<file path="config.mk">
export PLATFORM = sky130hd
export DESIGN_NAME = uart_tx_fifo
export DESIGN_NICKNAME = d
export VERILOG_FILES = /design/src/rtl/uart_tx_fifo.sv
export SDC_FILE = /design/constraint.sdc
export NUM_CORES = 1
export LEC_CHECK = 0
export ABC_AREA = 1
export CAP_MARGIN = 20
export CORE_AREA = 2 2 87 89
export DETAILED_ROUTE_END_ITERATION = 8
export DIE_AREA = 0 0 89 91
export DONT_BUFFER_PORTS = 1
export PLACE_DENSITY = 0.57
export SLEW_MARGIN = 40
export SYNTH_ARGS = -nofsm -noshare
export SYNTH_HDL_FRONTEND = slang
export SYNTH_SLANG_ARGS = --single-unit
</file>
<file path="constraint.sdc">
create_clock -name clk -period 2.7 [get_ports clk]
set_input_delay 0.54 -clock clk [delete_from_list [all_inputs] [get_ports clk]]
set_output_delay 0.54 -clock clk [all_outputs]
set_load 0.03 [all_outputs]
</file>
<file path="src/rtl/uart_tx_fifo.sv">
// UART transmitter with an input FIFO: every bit, start bit included, is aligned
// to baud ticks, and queued characters go out back-to-back with no idle bit.
module uart_tx_fifo #(
    parameter int unsigned DATA_BITS  = 8,
    parameter int unsigned FIFO_DEPTH = 4,
    parameter int unsigned CNT_W      = $clog2(FIFO_DEPTH) + 1
) (
    input  logic                 clk,
    input  logic                 rst,
    input  logic                 baud_t_enable,
    input  logic                 data_t_enable,
    input  logic [DATA_BITS-1:0] data,
    input  logic                 parity_en,
    input  logic                 parity_odd,
    input  logic                 two_stop,
    output logic                 txd,
    output logic                 tbr,
    output logic                 tx_busy,
    output logic [CNT_W-1:0]     fifo_count,
    output logic                 overflow
);

    localparam int unsigned PTR_W = $clog2(FIFO_DEPTH);
    localparam int unsigned BIT_W = $clog2(DATA_BITS);

    localparam logic [2:0] S_IDLE   = 3'd0;
    localparam logic [2:0] S_START  = 3'd1;
    localparam logic [2:0] S_DATA   = 3'd2;
    localparam logic [2:0] S_PARITY = 3'd3;
    localparam logic [2:0] S_STOP   = 3'd4;

    logic [DATA_BITS-1:0] mem [FIFO_DEPTH];
    logic [PTR_W-1:0]     wr_ptr, rd_ptr;
    logic [CNT_W-1:0]     count_nxt;
    logic                 push, pop, start;

    logic [2:0]           state, state_nxt;
    logic [DATA_BITS-1:0] shift_q, shift_nxt;
    logic [BIT_W-1:0]     bit_cnt, bit_cnt_nxt;
    logic                 par_bit, par_bit_nxt;
    logic                 par_en_l, par_en_nxt;
    logic                 two_stop_l, two_stop_nxt;
    logic                 stop_cnt, stop_cnt_nxt;
    logic                 txd_nxt;

    // tbr is registered, so a write while full is dropped even if a pop coincides
    assign push = data_t_enable && tbr;

    // Next-state and next-output logic; nothing moves except on a baud tick
    always_comb begin
        state_nxt    = state;
        shift_nxt    = shift_q;
        bit_cnt_nxt  = bit_cnt;
        par_bit_nxt  = par_bit;
        par_en_nxt   = par_en_l;
        two_stop_nxt = two_stop_l;
        stop_cnt_nxt = stop_cnt;
        txd_nxt      = txd;
        start        = 1'b0;
        pop          = 1'b0;
        if (baud_t_enable) begin
            case (state)
                S_IDLE: begin
                    txd_nxt = 1'b1;
                    if (fifo_count != '0) start = 1'b1;
                end
                S_START: begin
                    state_nxt   = S_DATA;
                    txd_nxt     = shift_q[0];
                    shift_nxt   = {1'b0, shift_q[DATA_BITS-1:1]};
                    bit_cnt_nxt = '0;
                end
                S_DATA: begin
                    if (bit_cnt == BIT_W'(DATA_BITS - 1)) begin
                        stop_cnt_nxt = 1'b0;
                        if (par_en_l) begin
                            state_nxt = S_PARITY;
                            txd_nxt   = par_bit;
                        end else begin
                            state_nxt = S_STOP;
                            txd_nxt   = 1'b1;
                        end
                    end else begin
                        txd_nxt     = shift_q[0];
                        shift_nxt   = {1'b0, shift_q[DATA_BITS-1:1]};
                        bit_cnt_nxt = bit_cnt + BIT_W'(1);
                    end
                end
                S_PARITY: begin
                    state_nxt    = S_STOP;
                    txd_nxt      = 1'b1;
                    stop_cnt_nxt = 1'b0;
                end
                S_STOP: begin
                    txd_nxt = 1'b1;
                    if (two_stop_l && !stop_cnt) begin
                        stop_cnt_nxt = 1'b1;
                    end else if (fifo_count != '0) begin
                        start = 1'b1;
                    end else begin
                        state_nxt = S_IDLE;
                    end
                end
                default: begin
                    state_nxt = S_IDLE;
                    txd_nxt   = 1'b1;
                end
            endcase
        end
        // Frame start: pop head, latch config, drive the start bit
        if (start) begin
            pop          = 1'b1;
            state_nxt    = S_START;
            shift_nxt    = mem[rd_ptr];
            par_bit_nxt  = (^mem[rd_ptr]) ^ parity_odd;
            par_en_nxt   = parity_en;
            two_stop_nxt = two_stop;
            txd_nxt      = 1'b0;
        end
        count_nxt = fifo_count + CNT_W'(push) - CNT_W'(pop);
    end

    always_ff @(posedge clk) begin
        if (rst) begin
            state      <= S_IDLE;
            shift_q    <= '0;
            bit_cnt    <= '0;
            par_bit    <= 1'b0;
            par_en_l   <= 1'b0;
            two_stop_l <= 1'b0;
            stop_cnt   <= 1'b0;
            txd        <= 1'b1;
            tx_busy    <= 1'b0;
            wr_ptr     <= '0;
            rd_ptr     <= '0;
            fifo_count <= '0;
            tbr        <= 1'b1;
            overflow   <= 1'b0;
        end else begin
            state      <= state_nxt;
            shift_q    <= shift_nxt;
            bit_cnt    <= bit_cnt_nxt;
            par_bit    <= par_bit_nxt;
            par_en_l   <= par_en_nxt;
            two_stop_l <= two_stop_nxt;
            stop_cnt   <= stop_cnt_nxt;
            txd        <= txd_nxt;
            tx_busy    <= (state_nxt != S_IDLE);
            wr_ptr     <= wr_ptr + PTR_W'(push);
            rd_ptr     <= rd_ptr + PTR_W'(pop);
            fifo_count <= count_nxt;
            tbr        <= (count_nxt != CNT_W'(FIFO_DEPTH));
            overflow   <= overflow | (data_t_enable & ~tbr);
        end
    end

    // Storage needs no reset; occupancy is tracked by the pointers and count
    always_ff @(posedge clk) begin
        if (push) mem[wr_ptr] <= data;
    end

endmodule
</file>
==> results of run 1 <==
layout make-up:
cell class	instances	area, µm²
Tap cell	99	123.9
Clock buffer	11	131.4
Timing Repair Buffer	9	67.56
Multi-Input combinational cell	216	1065
Fill cell	731	3968
Inverter	37	141.4
Clock inverter	5	98.84
Sequential cell	61	1541
how the worst max path moves through the flow:
| stage | from | endpoint | slack, ns | cells after the start |
|---|---|---|---|---|
| 2_1_floorplan | fifo_count[1] | tbr | 0.32 | 14 |
| 3_3_place_gp | state[0] | tbr | 0.44 | 12 |
| 3_5_place_dp | state[0] | tbr | 0.39 | 12 |
| 4_1_cts | state[0] | tbr | 0.36 | 12 |
| 5_1_grt | state[0] | tbr | 0.21 | 12 |
| 6_report | state[0] | tbr | 0.37 | 12 |
cells by family (layout without fill, tap and decap cells):
kind of cell / Yosys count / after routing
AOI/OAI and AO/OA: 36 / 36
muxes: 1 / 1
adders and majority gates: 7 / 7
xor gates and xnor gates: 3 / 3
and+or+nand+nor: 169 / 169
DFF: 61 / 61
buffers and inverters: 46 / 62
per-layer routing:
layer | share of wire, % | GRT usage [%]
met1 | 46 | 18.56
met2 | 48 | 23.76
met3 | 3.6 | 3.909
met4 | 2.3 | 6.841
met5 | 0 | 0
power groups by stage:
stage | clock (mW) | sequential (mW) | combinational, mW
finish | 0.949 | 1.29 | 0.976
global route | 1.01 | 1.32 | 1.15
detailed placement | 0 | 1.32 | 0.984
floorplan | 0 | 1.30 | 0.793
CTS | 0.973 | 1.30 | 0.989
global placement | 0 | 1.32 | 0.970
per-stage QoR:
stage,utilization [%],std cells,area (µm²)
after CTS,44.41,438,3169
after global routing,44.41,438,3169
after global placement,41.18,422,2939
after detailed placement,41.18,422,2939
final,44.41,438,3169
after floorplan,-,323,2805
registers in the layout, summed over array words and instances, names as in the netlist, 2 cells and up:
signal	cells
rd_ptr	2
fifo_count	3
shift_q	8
wr_ptr	2
bit_cnt	3
state	3
mem	32
placed cells by master (no fill, tap or decap), drive strengths merged:
master,n
xor2,1
fa,1
nand2,108
o21ai,16
or2,1
a21oi,14
nor3,5
clkbuf,11
o221ai,1
nor2,19
a31oi,1
and3,1
nand3,31
buf,9
dfxtp,29
xnor2,2
ha,6
nand4,4
o21a,1
mux2i,1
inv,37
clkinv,2
o211ai,2
edfxtp,32
bufinv,3
o2111ai,1
==> impl_results.md, run 1 <==
- Clock sinks: 61
- Pleak: 1.325 nW
- Complex-gate fraction of the synthesized area: 7.538%
- Flop and latch count out of synthesis: 61
- Min-Delay Endpoint: fifo_count[1]
- Port buffer count: 0
- Layout cell share with drive strength beyond 1: 11.21%
- Min-Delay Path Class: input port to flip-flop
- DRT Pass-1 Iters: 4
- TNS Setup: 0 ns
- Die W: 89 µm
- Synth area leader: edfxtp_1
- Layout Nets: 356
- Clock buffer depth: 2
- I/O pins: 22
- Sequential group share of total power: 40.2%
- Worst R2R Start: state[0]
- Internal: 2.093 mW
- Post-cts sizing count: 0
- Minimum clock period: 2.326 ns
- Reg-to-reg critical path endpoint: tbr
- Sequential fraction of the synthesis area: 54.95%
- Switch Pwr: 1.126 mW
- First-pass GRT wire length: 9232 µm
- Syn avg cell area: 8.685 µm²
- GP Congestion: 0.7803
- Clock latency at the later pin of the worst-skew pair: 0.34 ns
- FFs w/ async S/R, synth: 0%
- Crit Path Class: flip-flop to flip-flop
- Main synth FF type: edfxtp_1
- H-tree depth: 3
- Delay-heaviest family, CP: adder cells
- Peak supply drop: 0.0004216 V
- Iter 0 DRT Violations: 80
- CP max FO: 8
- Hold Slack: 0.2616 ns
- Die height: 91 µm
- Synth Warn #: 0
- CTS tree: done
- Final count of pins violating max slew: 0
- Vias: 2035
- Vias per Instance: 4.646
- Diodes inserted: 0
- Nature of the critical path endpoint: flip-flop
- Final setup fails: 0
- RSZ-0062 raised after global routing: no
- Area delta synth->final: 12.98%
- Dpl ws: 0.3895 ns
- Synth cell count leaders: nand2_1 (105), edfxtp_1 (32), nand3_1 (31)
- Worst-Margin Slew: 0.3694 ns
- F_max: 430.0 MHz
- Sw Ratio: 34.97%
- Gr ovfl total: 0
- Critical Path Start Type: flip-flop
- Pin count of the biggest net entering global routing: 23
- Mapped cell area: 0.002805 mm²
- Reg-to-reg slack, setup: 0.37 ns
- Post-synthesis adder-cell area fraction: 3.390%
- Slew HR: 75.34%
- R2R depth: 12
- Synth Area in XOR/XNOR: 0.9367%
- Critical-path top delay cell: dfxtp_1
- Hold path depth: 1
- PD cells: 1016 mW/mm²
- Combinational Power Share: 30.3%
- Post-CTS setup buffers: 0
- Buf/Inv on CP: 3
- Clk slew on worst S/H paths: 0.07 ns
- Post-route ant nets: 0
- Crit path largest cell delay: 0.49 ns
- Max cap viols: 0
- Total CTS buffers: 9
- Clock Skew: 0.01241 ns
- Final Hold Fails: 0
- Status: completed
- CP cell instances: nor2_1, and3_1, o21ai_2, inv_2, ha_1, inv_1, ha_1, fa_1, inv_1, o21ai_0, a21oi_1, nand3_1
- Vias in the first global route: 2058
- Multiplexer share of the synthesized area: 0.8029%
- Core Region: 0.007137 mm²
- CP required: 2.91 ns
- Total chip power: 3.219 mW
- Initial Util: 39.31%
- EDFF count, synth: 32
- Initial antenna violation count: 0
- HPWL Detailed: 3704 µm
- Final wirelength: 5251 µm
- Die ar.: 0.008099 mm²
- Top-area cell type share of the netlist area: 34.26%
- Arr. time, crit path: 2.54 ns
- Most common cell in the netlist: nand2_1
- Clock power frac: 29.5%
- Largest family of logic cells by synthesized area: simple AND/OR/NAND/NOR gates
- Syn_nets: 345
- Final Cycle Share: 86.14%
- Simple-Gate Fraction of Synth Area: 25.29%
- Cells after synthesis: 323
- Area contributors post-synth: edfxtp_1 (34%), dfxtp_1 (21%), nand2_1 (14%)
- FP Rows: 31
- # hold bufs at CTS: 0
- Hold Startpoint: rst
- Synth cell types: 33
- Setup WS post-layout: 0.3743 ns
- Total Routing Usage GR: 14.86%
- Routed len/inst: 11.99 µm
- Clk root buf: clkbuf_8
- DRC viols: 0
(Power assumes the default switching activity.)
==> run 2, diff against run 1 <==
CAP_MARGIN = 0   (was 20)
==> results of run 2 <==
Final layout, timing and power as in run 1 (identical DEF).
